$ cat src/rtl/uart_msg_sender_if.sv
// uart_msg_sender_if: control, ROM and UART TX signals of the message sender
interface uart_msg_sender_if #(
  parameter int SEL_W  = 2,
  parameter int ADDR_W = 7,
  parameter int CNT_W  = 6
);
  logic              start;
  logic [SEL_W-1:0]  msg_sel;
  logic              abort;
  logic [ADDR_W-1:0] rom_addr;
  logic [7:0]        rom_data;
  logic              txempty;
  logic [7:0]        txdata;
  logic              ldtxdata;
  logic              busy;
  logic              done;
  logic              err;
  logic [CNT_W-1:0]  sent_cnt;
  modport slave (
    input  start, msg_sel, abort, rom_data, txempty,
    output rom_addr, txdata, ldtxdata, busy, done, err, sent_cnt
  );
  modport master (
    output start, msg_sel, abort, rom_data, txempty,
    input  rom_addr, txdata, ldtxdata, busy, done, err, sent_cnt
  );
endinterface

$ cat src/rtl/uart_msg_sender.sv
// uart_msg_sender: streams a zero-terminated ROM message (optionally plus CR/LF) into a UART TX
module uart_msg_sender #(
  parameter int NUM_MSGS    = 4,
  parameter int MAX_LEN     = 32,
  parameter int APPEND_CRLF = 1
) (
  input logic             clk,
  input logic             rst_n,
  uart_msg_sender_if.slave bus
);
  localparam int SEL_W  = NUM_MSGS > 1 ? $clog2(NUM_MSGS) : 1;
  localparam int ADDR_W = NUM_MSGS * MAX_LEN > 1 ? $clog2(NUM_MSGS * MAX_LEN) : 1;
  localparam int IDX_W  = MAX_LEN > 1 ? $clog2(MAX_LEN) : 1;
  localparam int CNT_W  = $clog2(MAX_LEN + 3);
  typedef enum logic [3:0] {IDLE, FETCH, ROMWAIT, LOAD, WAITLOAD, WAITSEND, CR, LF, FINISH} state_t;
  typedef enum logic [1:0] {PH_BODY, PH_CR, PH_LF} phase_t;
  localparam state_t TERM = APPEND_CRLF != 0 ? CR : FINISH;
  state_t            r_state, w_next;
  phase_t            r_phase;
  logic [SEL_W-1:0]  r_sel;
  logic [IDX_W-1:0]  r_idx;
  logic [7:0]        r_byte, r_txdata;
  logic [ADDR_W-1:0] r_rom_addr, w_addr;
  logic [CNT_W-1:0]  r_cnt;
  logic              r_ld, r_busy, r_done, r_err;
  logic              w_sel_ok, w_last, w_accept, w_ld, w_step, w_abort;
  assign w_sel_ok = 32'(bus.msg_sel) < NUM_MSGS;
  assign w_last   = r_idx == IDX_W'(MAX_LEN - 1);
  assign w_abort  = r_state != IDLE && bus.abort;
  assign w_accept = r_state == IDLE && bus.start && w_sel_ok;
  assign w_ld     = r_state == LOAD && !w_abort;
  assign w_step   = r_state == WAITSEND && bus.txempty && r_phase == PH_BODY && !w_abort;
  assign w_addr   = ADDR_W'(32'(r_sel) * MAX_LEN + 32'(r_idx));
  always_comb begin
    w_next = r_state;
    if (w_abort) w_next = IDLE;
    else
      case (r_state)
        IDLE:     w_next = w_accept ? FETCH : IDLE;
        FETCH:    w_next = ROMWAIT;
        ROMWAIT:  w_next = bus.rom_data != 8'h00 ? LOAD : TERM;
        LOAD:     w_next = WAITLOAD;
        WAITLOAD: w_next = WAITSEND;
        WAITSEND: if (bus.txempty)
                    w_next = r_phase == PH_CR ? LF : r_phase == PH_LF ? FINISH : w_last ? TERM : FETCH;
        CR:       w_next = LOAD;
        LF:       w_next = LOAD;
        default:  w_next = IDLE;
      endcase
  end
  always_ff @(posedge clk or negedge rst_n)
    if (!rst_n) r_state <= IDLE;
    else        r_state <= w_next;
  // outputs are registered from the next state so they line up with the state they describe
  always_ff @(posedge clk or negedge rst_n) begin
    if (!rst_n) begin
      r_sel      <= '0;
      r_idx      <= '0;
      r_phase    <= PH_BODY;
      r_byte     <= '0;
      r_rom_addr <= '0;
      r_txdata   <= '0;
      r_ld       <= 1'b0;
      r_busy     <= 1'b0;
      r_done     <= 1'b0;
      r_err      <= 1'b0;
      r_cnt      <= '0;
    end else begin
      r_busy     <= w_next != IDLE;
      r_done     <= w_next == FINISH;
      r_err      <= r_state == IDLE && bus.start && !w_sel_ok;
      r_ld       <= w_ld;
      r_txdata   <= w_ld ? r_byte : 8'h00;
      r_cnt      <= w_accept ? '0 : r_cnt + CNT_W'(w_ld);
      r_idx      <= w_accept ? '0 : r_idx + IDX_W'(w_step);
      r_sel      <= w_accept ? bus.msg_sel : r_sel;
      r_phase    <= w_accept ? PH_BODY : r_state == CR ? PH_CR : r_state == LF ? PH_LF : r_phase;
      r_rom_addr <= r_state == FETCH ? w_addr : r_rom_addr;
      r_byte     <= r_state == ROMWAIT ? bus.rom_data : r_state == CR ? 8'h0D : r_state == LF ? 8'h0A : r_byte;
    end
  end
  assign bus.rom_addr = r_rom_addr;
  assign bus.txdata   = r_txdata;
  assign bus.ldtxdata = r_ld;
  assign bus.busy     = r_busy;
  assign bus.done     = r_done;
  assign bus.err      = r_err;
  assign bus.sent_cnt = r_cnt;
endmodule
$ cat src/flat_wrapper.sv
// flat-port wrapper written by rule: the top's interface ports become plain ports
module uart_msg_sender_flat 
#(
  parameter int NUM_MSGS    = 4,
  parameter int MAX_LEN     = 32,
  parameter int APPEND_CRLF = 1
)
  (clk, rst_n, bus_start, bus_msg_sel, bus_abort, bus_rom_data, bus_txempty, bus_rom_addr, bus_txdata, bus_ldtxdata, bus_busy, bus_done, bus_err, bus_sent_cnt);
  uart_msg_sender_if bus_i ();
  input logic clk;
  input logic rst_n;
  input wire logic [$bits(bus_i.start)-1:0] bus_start;
  input wire logic [$bits(bus_i.msg_sel)-1:0] bus_msg_sel;
  input wire logic [$bits(bus_i.abort)-1:0] bus_abort;
  input wire logic [$bits(bus_i.rom_data)-1:0] bus_rom_data;
  input wire logic [$bits(bus_i.txempty)-1:0] bus_txempty;
  output wire logic [$bits(bus_i.rom_addr)-1:0] bus_rom_addr;
  output wire logic [$bits(bus_i.txdata)-1:0] bus_txdata;
  output wire logic [$bits(bus_i.ldtxdata)-1:0] bus_ldtxdata;
  output wire logic [$bits(bus_i.busy)-1:0] bus_busy;
  output wire logic [$bits(bus_i.done)-1:0] bus_done;
  output wire logic [$bits(bus_i.err)-1:0] bus_err;
  output wire logic [$bits(bus_i.sent_cnt)-1:0] bus_sent_cnt;
  assign bus_i.start = bus_start;
  assign bus_i.msg_sel = bus_msg_sel;
  assign bus_i.abort = bus_abort;
  assign bus_i.rom_data = bus_rom_data;
  assign bus_i.txempty = bus_txempty;
  assign bus_rom_addr = bus_i.rom_addr;
  assign bus_txdata = bus_i.txdata;
  assign bus_ldtxdata = bus_i.ldtxdata;
  assign bus_busy = bus_i.busy;
  assign bus_done = bus_i.done;
  assign bus_err = bus_i.err;
  assign bus_sent_cnt = bus_i.sent_cnt;
  uart_msg_sender #(.NUM_MSGS(NUM_MSGS), .MAX_LEN(MAX_LEN), .APPEND_CRLF(APPEND_CRLF)) u_core (.clk(clk), .rst_n(rst_n), .bus(bus_i));
endmodule
$ cat config.mk
export PLATFORM = sky130hd
export DESIGN_NAME = uart_msg_sender_flat
export DESIGN_NICKNAME = d
export VERILOG_FILES = /design/src/rtl/uart_msg_sender_if.sv /design/src/rtl/uart_msg_sender.sv /design/src/flat_wrapper.sv
export SDC_FILE = /design/constraint.sdc
export NUM_CORES = 1
export LEC_CHECK = 0
export ABC_AREA = 1
export CAP_MARGIN = 0
export CORE_UTILIZATION = 40
export DETAILED_ROUTE_END_ITERATION = 7
export DONT_BUFFER_PORTS = 1
export PLACE_DENSITY = 0.58
export SYNTH_ARGS = -nofsm -noshare
export SYNTH_HDL_FRONTEND = slang
export SYNTH_SLANG_ARGS = --single-unit
$ cat constraint.sdc
create_clock -name clk -period 1.6 [get_ports clk]
set_clock_uncertainty 0.05 [all_clocks]
set_input_delay 0.16 -clock clk [delete_from_list [all_inputs] [get_ports clk]]
set_output_delay 0.16 -clock clk [all_outputs]
set_load 0.01 [all_outputs]
# == Word-level counts from Yosys, hierarchy flattened ==
# Index checks and enable logic that the tools add are counted.
# totals
latchBits,0
n_memories,0
in_bits,15
reg_bits,45
out_inout_bits,25
ram_bits,0
romBits,0
# classes
mux,17
n_shift,0
n_addsub,3
bitwise_logic,0
n_lt_le_gt_ge,0
n_reduce_logical,15
eq_ne,11
multipliers,0
div_mod_pow,0
# ops
operator,n
8-bit 2-to-1 mux,4
4-bit one-hot mux with 7 select lines,1
"4-bit by 3-bit == test with 1-bit output, second input constant",4
4-bit 2-to-1 mux,4
"4-bit by 2-bit == test with 1-bit output, second input constant",2
4-bit nonzero test,2
8-bit nonzero test,1
7-bit by 5-bit adder with 7-bit output,1
6-bit by 1-bit adder with 6-bit output,1
1-bit logical AND,6
2-bit 2-to-1 mux,3
3-bit 2-to-1 mux,2
6-bit 2-to-1 mux,1
3-bit nonzero test,2
5-bit by 1-bit adder with 5-bit output,1
"5-bit == test, second input constant",1
5-bit 2-to-1 mux,1
"4-bit by 1-bit == test with 1-bit output, second input constant",1
"4-bit == test, second input constant",1
4-bit zero test,1
"2-bit by 1-bit == test with 1-bit output, second input constant",1
"2-bit == test, second input constant",1
2-bit zero test,1
2-bit OR reduction,1
other kinds (2),2

# == Depth between registers and ports, before layout ==
# logic_depth
ltp_word,8
ltp_mapped,10

# == Least setup slack after synthesis ==
# No wires, ideal clock.
# synth_timing
kind,register to register
start,register u_core.r_state[1]
end,register u_core.r_idx[4]
required_ns,1.427
t_arrival_ns,1.557
path_stages_with_launch,11
synth_period_minus_slack_ns,1.730
setup_slack_ns,-0.130
cell_sequence,dfrtp_1 inv_2 nand2_2 nor3b_2 nand3_1 nor2_1 ha_1 ha_1 nand3_1 o21ai_0 a21oi_1
# synth_via
elab_chain_cells,6
elab_cells_between_ends,11
# synth_lines
item,line_no,source
start: declaration,uart_msg_sender.sv:18,"state_t r_state, w_next;"
start signal: assignment,uart_msg_sender.sv:53,else r_state <= w_next;
4-bit by 3-bit == test with 1-bit output or 4-bit nonzero test (tied branches),"uart_msg_sender.sv:32, uart_msg_sender.sv:29",
"1-bit logical AND, on equally long branches","uart_msg_sender.sv:32, uart_msg_sender.sv:29",
1-bit logical AND or 1-bit zero test (tied branches),uart_msg_sender.sv:32,assign w_step = r_state == WAITSEND && bus.txempty && r_phase == PH_BODY && !w_abort;
1-bit logical AND,uart_msg_sender.sv:32,
5-bit by 1-bit adder with 5-bit output,uart_msg_sender.sv:75,r_idx <= w_accept ? '0 : r_idx + IDX_W'(w_step);
5-bit 2-to-1 mux *,uart_msg_sender.sv:75,
end signal: assignment,uart_msg_sender.sv:75,
end: declaration,uart_msg_sender.sv:21,logic [IDX_W-1:0] r_idx;
# Mark *: on every way between the ends. The rest lies on a longest branch, timed or not.
# A chain may end at the register's enable or synchronous reset.

# == Final worst setup path ==
# layout_timing
start,register u_core.r_state[3]
end,register u_core.r_idx[4]
# Same word-level chain as after synthesis.

==> run_results.csv <==
group,metric,value,unit
sta,hold_viol,0,
sta,period_needed,1.70,ns
synth,synth-seq-cells,45,
clocking,insertion_delay,0.30,ns
routing,num_vias,1475,
synth,yosys.area_share.simple,0.242,
synth,synthCells,223,
synth,synth_mux_area_frac,0,
power,p_per_area,1490,mW/mm²
sta,finalSetupViolCount,3,
placed_design,dp_hpwl,2.67,mm
setup_path,critical_path_arrival,1.84,ns
finish,layout.nets,275,
clocking,cts_buffers,5,
worst_hold_path,hold-path-cell-count,2,
routing,ant_nets,0,
clocking,clock_sinks,45,
power,irDropWorstVdd,0.000915,V
die,die_w,72.2,µm
die,dieArea,0.00521,mm²
global_route,grt_usage,0.167,
finish,nFillCells,457,
run_status,violations,"negative setup slack",
worst_hold_path,hp-class,"in -> reg",
finish,n_antenna_cell,0,
synth,synth_cell_type_count,24,
clocking,clkTransAtPathRegs,0.08,ns
setup_path,cp-end-kind,"flip-flop",
die,fp-row-count,25,
placed_design,placed_cells,299,
setup_path,path_max_fanout,3,
sta,finalWorstSetupSlack,-0.0990,ns
global_route,grt_pass1_wl,6.56,mm
sta,report.final.slew_viol_count,0,
clocking,cts_tree,"built",
placed_design,gp_congestion,0.813,
synth,synth_ff_type,"dfrtp_1",
synth,synthArstFlopShare,1.00,
die,core_area,0.00472,mm²
sta,fmax,589,MHz
clocking,cts.htree.levels,2,
sta,rsz0062_at_grt,"true",
synth,yosys-top-cells-count,"nand2_1 (55), dfrtp_1 (45), nor2_1 (26)",
finish,final_cell_count_no_fill,323,
finish,area_growth_syn_to_layout,27.5,%
placed_design,dp_slack,-0.180,ns
routing,route.met3.wl,240,µm
placed_design,port_buffers,0,
die,start_util,0.417,
run,maxCapViolations,0,
finish,utilization,0.532,
global_route,antenna_found_initial,0,
finish,drive_gt1_frac,0.258,
synth,synthAdderAreaFrac,0.0254,
global_route,grt_max_degree,46,
clocking,cts_max_path_buffers,2,
routing,dr.pass1.iters,4,
die,io_pins,40,
power,static-leakage-power,1.28,nW
clocking,cts-root-buf,"clkbuf_8",
synth,synth.most_common_cell,"nand2_1",
routing,wl_per_cell,12.5,µm
setup_path,crit_required,1.74,ns
routing,route.detailed.drc,0,
synth,synth_top_area_frac,0.571,
routing,vias_per_cell,4.57,
setup_path,r2r_cells,10,
synth,ys_top_cells_by_area,"dfrtp_1 (57%), nand2_1 (10%), nor2_1 (4.9%)",
routing,wl_met1,1.91,mm
synth,synth_edf_count,0,
routing,met2_length,1.81,mm
synth,yosysTopAreaCell,"dfrtp_1",
synth,synth_top_family_by_area,"simple AND/OR/NAND/NOR gates",
synth,synth_nets,242,
sta,period_share,1.06,
routing,routed_wl,4.03,mm
global_route,overflow,0,
synth,synth_xor_area_frac,0,
synth,syn_area,0.00197,mm²
setup_path,worstSetupPathType,"reg -> reg",
synth,yosysSeqAreaShare,0.571,
synth,synth_compound_area_frac,0.0857,
synth,synth-warning-count,0,
die,die_h,72.2,µm
routing,topRoutingLayerUsed,"met4",
synth,avgSynthCellArea,8.84,µm²
global_route,first_global_vias,1414,
setup_path,cp-start-kind,"flip-flop",
routing,drt_iter0_drc,102,
run_status,run_status,"finished with violations",
-- stage by stage --
step	power, mW	setup TNS (ns)	instance area, µm²	hold WS [ns]
2_1_floorplan	2.42	-0.136	2000	-0.186
3_3_place_gp	2.76	-0.279	2150	-0.185
3_5_place_dp	2.78	-0.461	2150	-0.185
4_1_cts	3.73	-0.237	2470	0.0200
5_1_grt	4.01	-0.729	2510	0.0586
6_report	3.75	-0.139	2510	0.0152
-- report_power, final --
group	switching (mW)	internal, mW
logic	0.810	0.532
clock network	0.379	0.454
registers	0.177	1.40
total	1.37	2.38
-- critical path: stages, from the launching register on --
cell and delay (ns):
dfrtp_1 0.43, inv_2 0.08, nand2_4 0.06, nor3b_4 0.18
nand3_1 0.09, nor2_1 0.11, ha_2 0.21, ha_4 0.14
nand3_2 0.08, o21ai_1 0.12, a21oi_1 0.05
-- metal layers --
layer / up-vias / global-route usage
met5: - / 0
met4: 0 / 0.0719
met3: 7 / 0.0542
met2: 35 / 0.241
met1: 679 / 0.229
li1: 754 / -
-- state kept, by name, summed over array words and instances (netlist names) --
signal and flops:
u_core.bus.txdata 8, u_core.r_byte 8, u_core.bus.rom_addr 7, u_core.bus.sent_cnt 6
u_core.r_idx 5, u_core.r_state 4, u_core.r_phase 2, u_core.r_sel 2
u_core.bus.busy 1, u_core.bus.done 1, u_core.bus.ldtxdata 1
-- cell families after synthesis --
group	after synthesis
other cells	1
fa+ha+maj	4
buf+inv	37
simple gates	105
flops	45
compound gates	31
-- area by class of cell --
| cell class | count | area [µm²] | area share |
|---|---|---|---|
| clock buffers | 5 | 68.8 | 0.0274 |
| clock inverters | 2 | 35.0 | 0.0139 |
| inverters | 35 | 131 | 0.0523 |
| multi-input cells | 141 | 807 | 0.321 |
| flip-flops and latches | 45 | 1130 | 0.449 |
| well taps | 67 | 83.8 | 0.0333 |
| repair buffers | 28 | 258 | 0.103 |
-- timing repair --
action	4_1_cts	5_1_grt
pin swaps	6	6
setup buffers	4	1
gates resized for setup	12	10
endpoints found under the setup margin	7	10
hold endpoints to repair	55	0
hold buffers	12	0
-- placed cells by master (no fill, tap or decap), types with 4 or more instances in the layout --
| cell type | instances |
|---|---|
| nand2_1 | 54 |
| dfrtp_1 | 42 |
| nor2_1 | 24 |
| inv_1 | 22 |
| buf_4 | 16 |
| inv_2 | 12 |
| a21oi_1 | 12 |
| dlygate4sd3_1 | 11 |
| o21ai_0 | 8 |
| nand3_2 | 5 |
| nand3_1 | 5 |
| o21ai_1 | 5 |
| clkbuf_8 | 5 |
| nor2_4 | 4 |
-- final timing paths --
path	endpoint	from	slack, ns
worst max-delay path	u_core.r_idx[4]	u_core.r_state[3]	-0.1
worst min-delay path	u_core.r_byte[1]	bus_rom_data[1]	0.02
worst max register to register	u_core.r_idx[4]	u_core.r_state[3]	-0.1
worst min register to register	u_core.bus.rom_addr[5]	u_core.r_sel[0]	0.43
max in group asynchronous	u_core.r_state[0]	rst_n	0.97
min in group asynchronous	u_core.bus.txdata[4]	rst_n	0.31
Note: power is estimated with default switching activity, not from simulation.
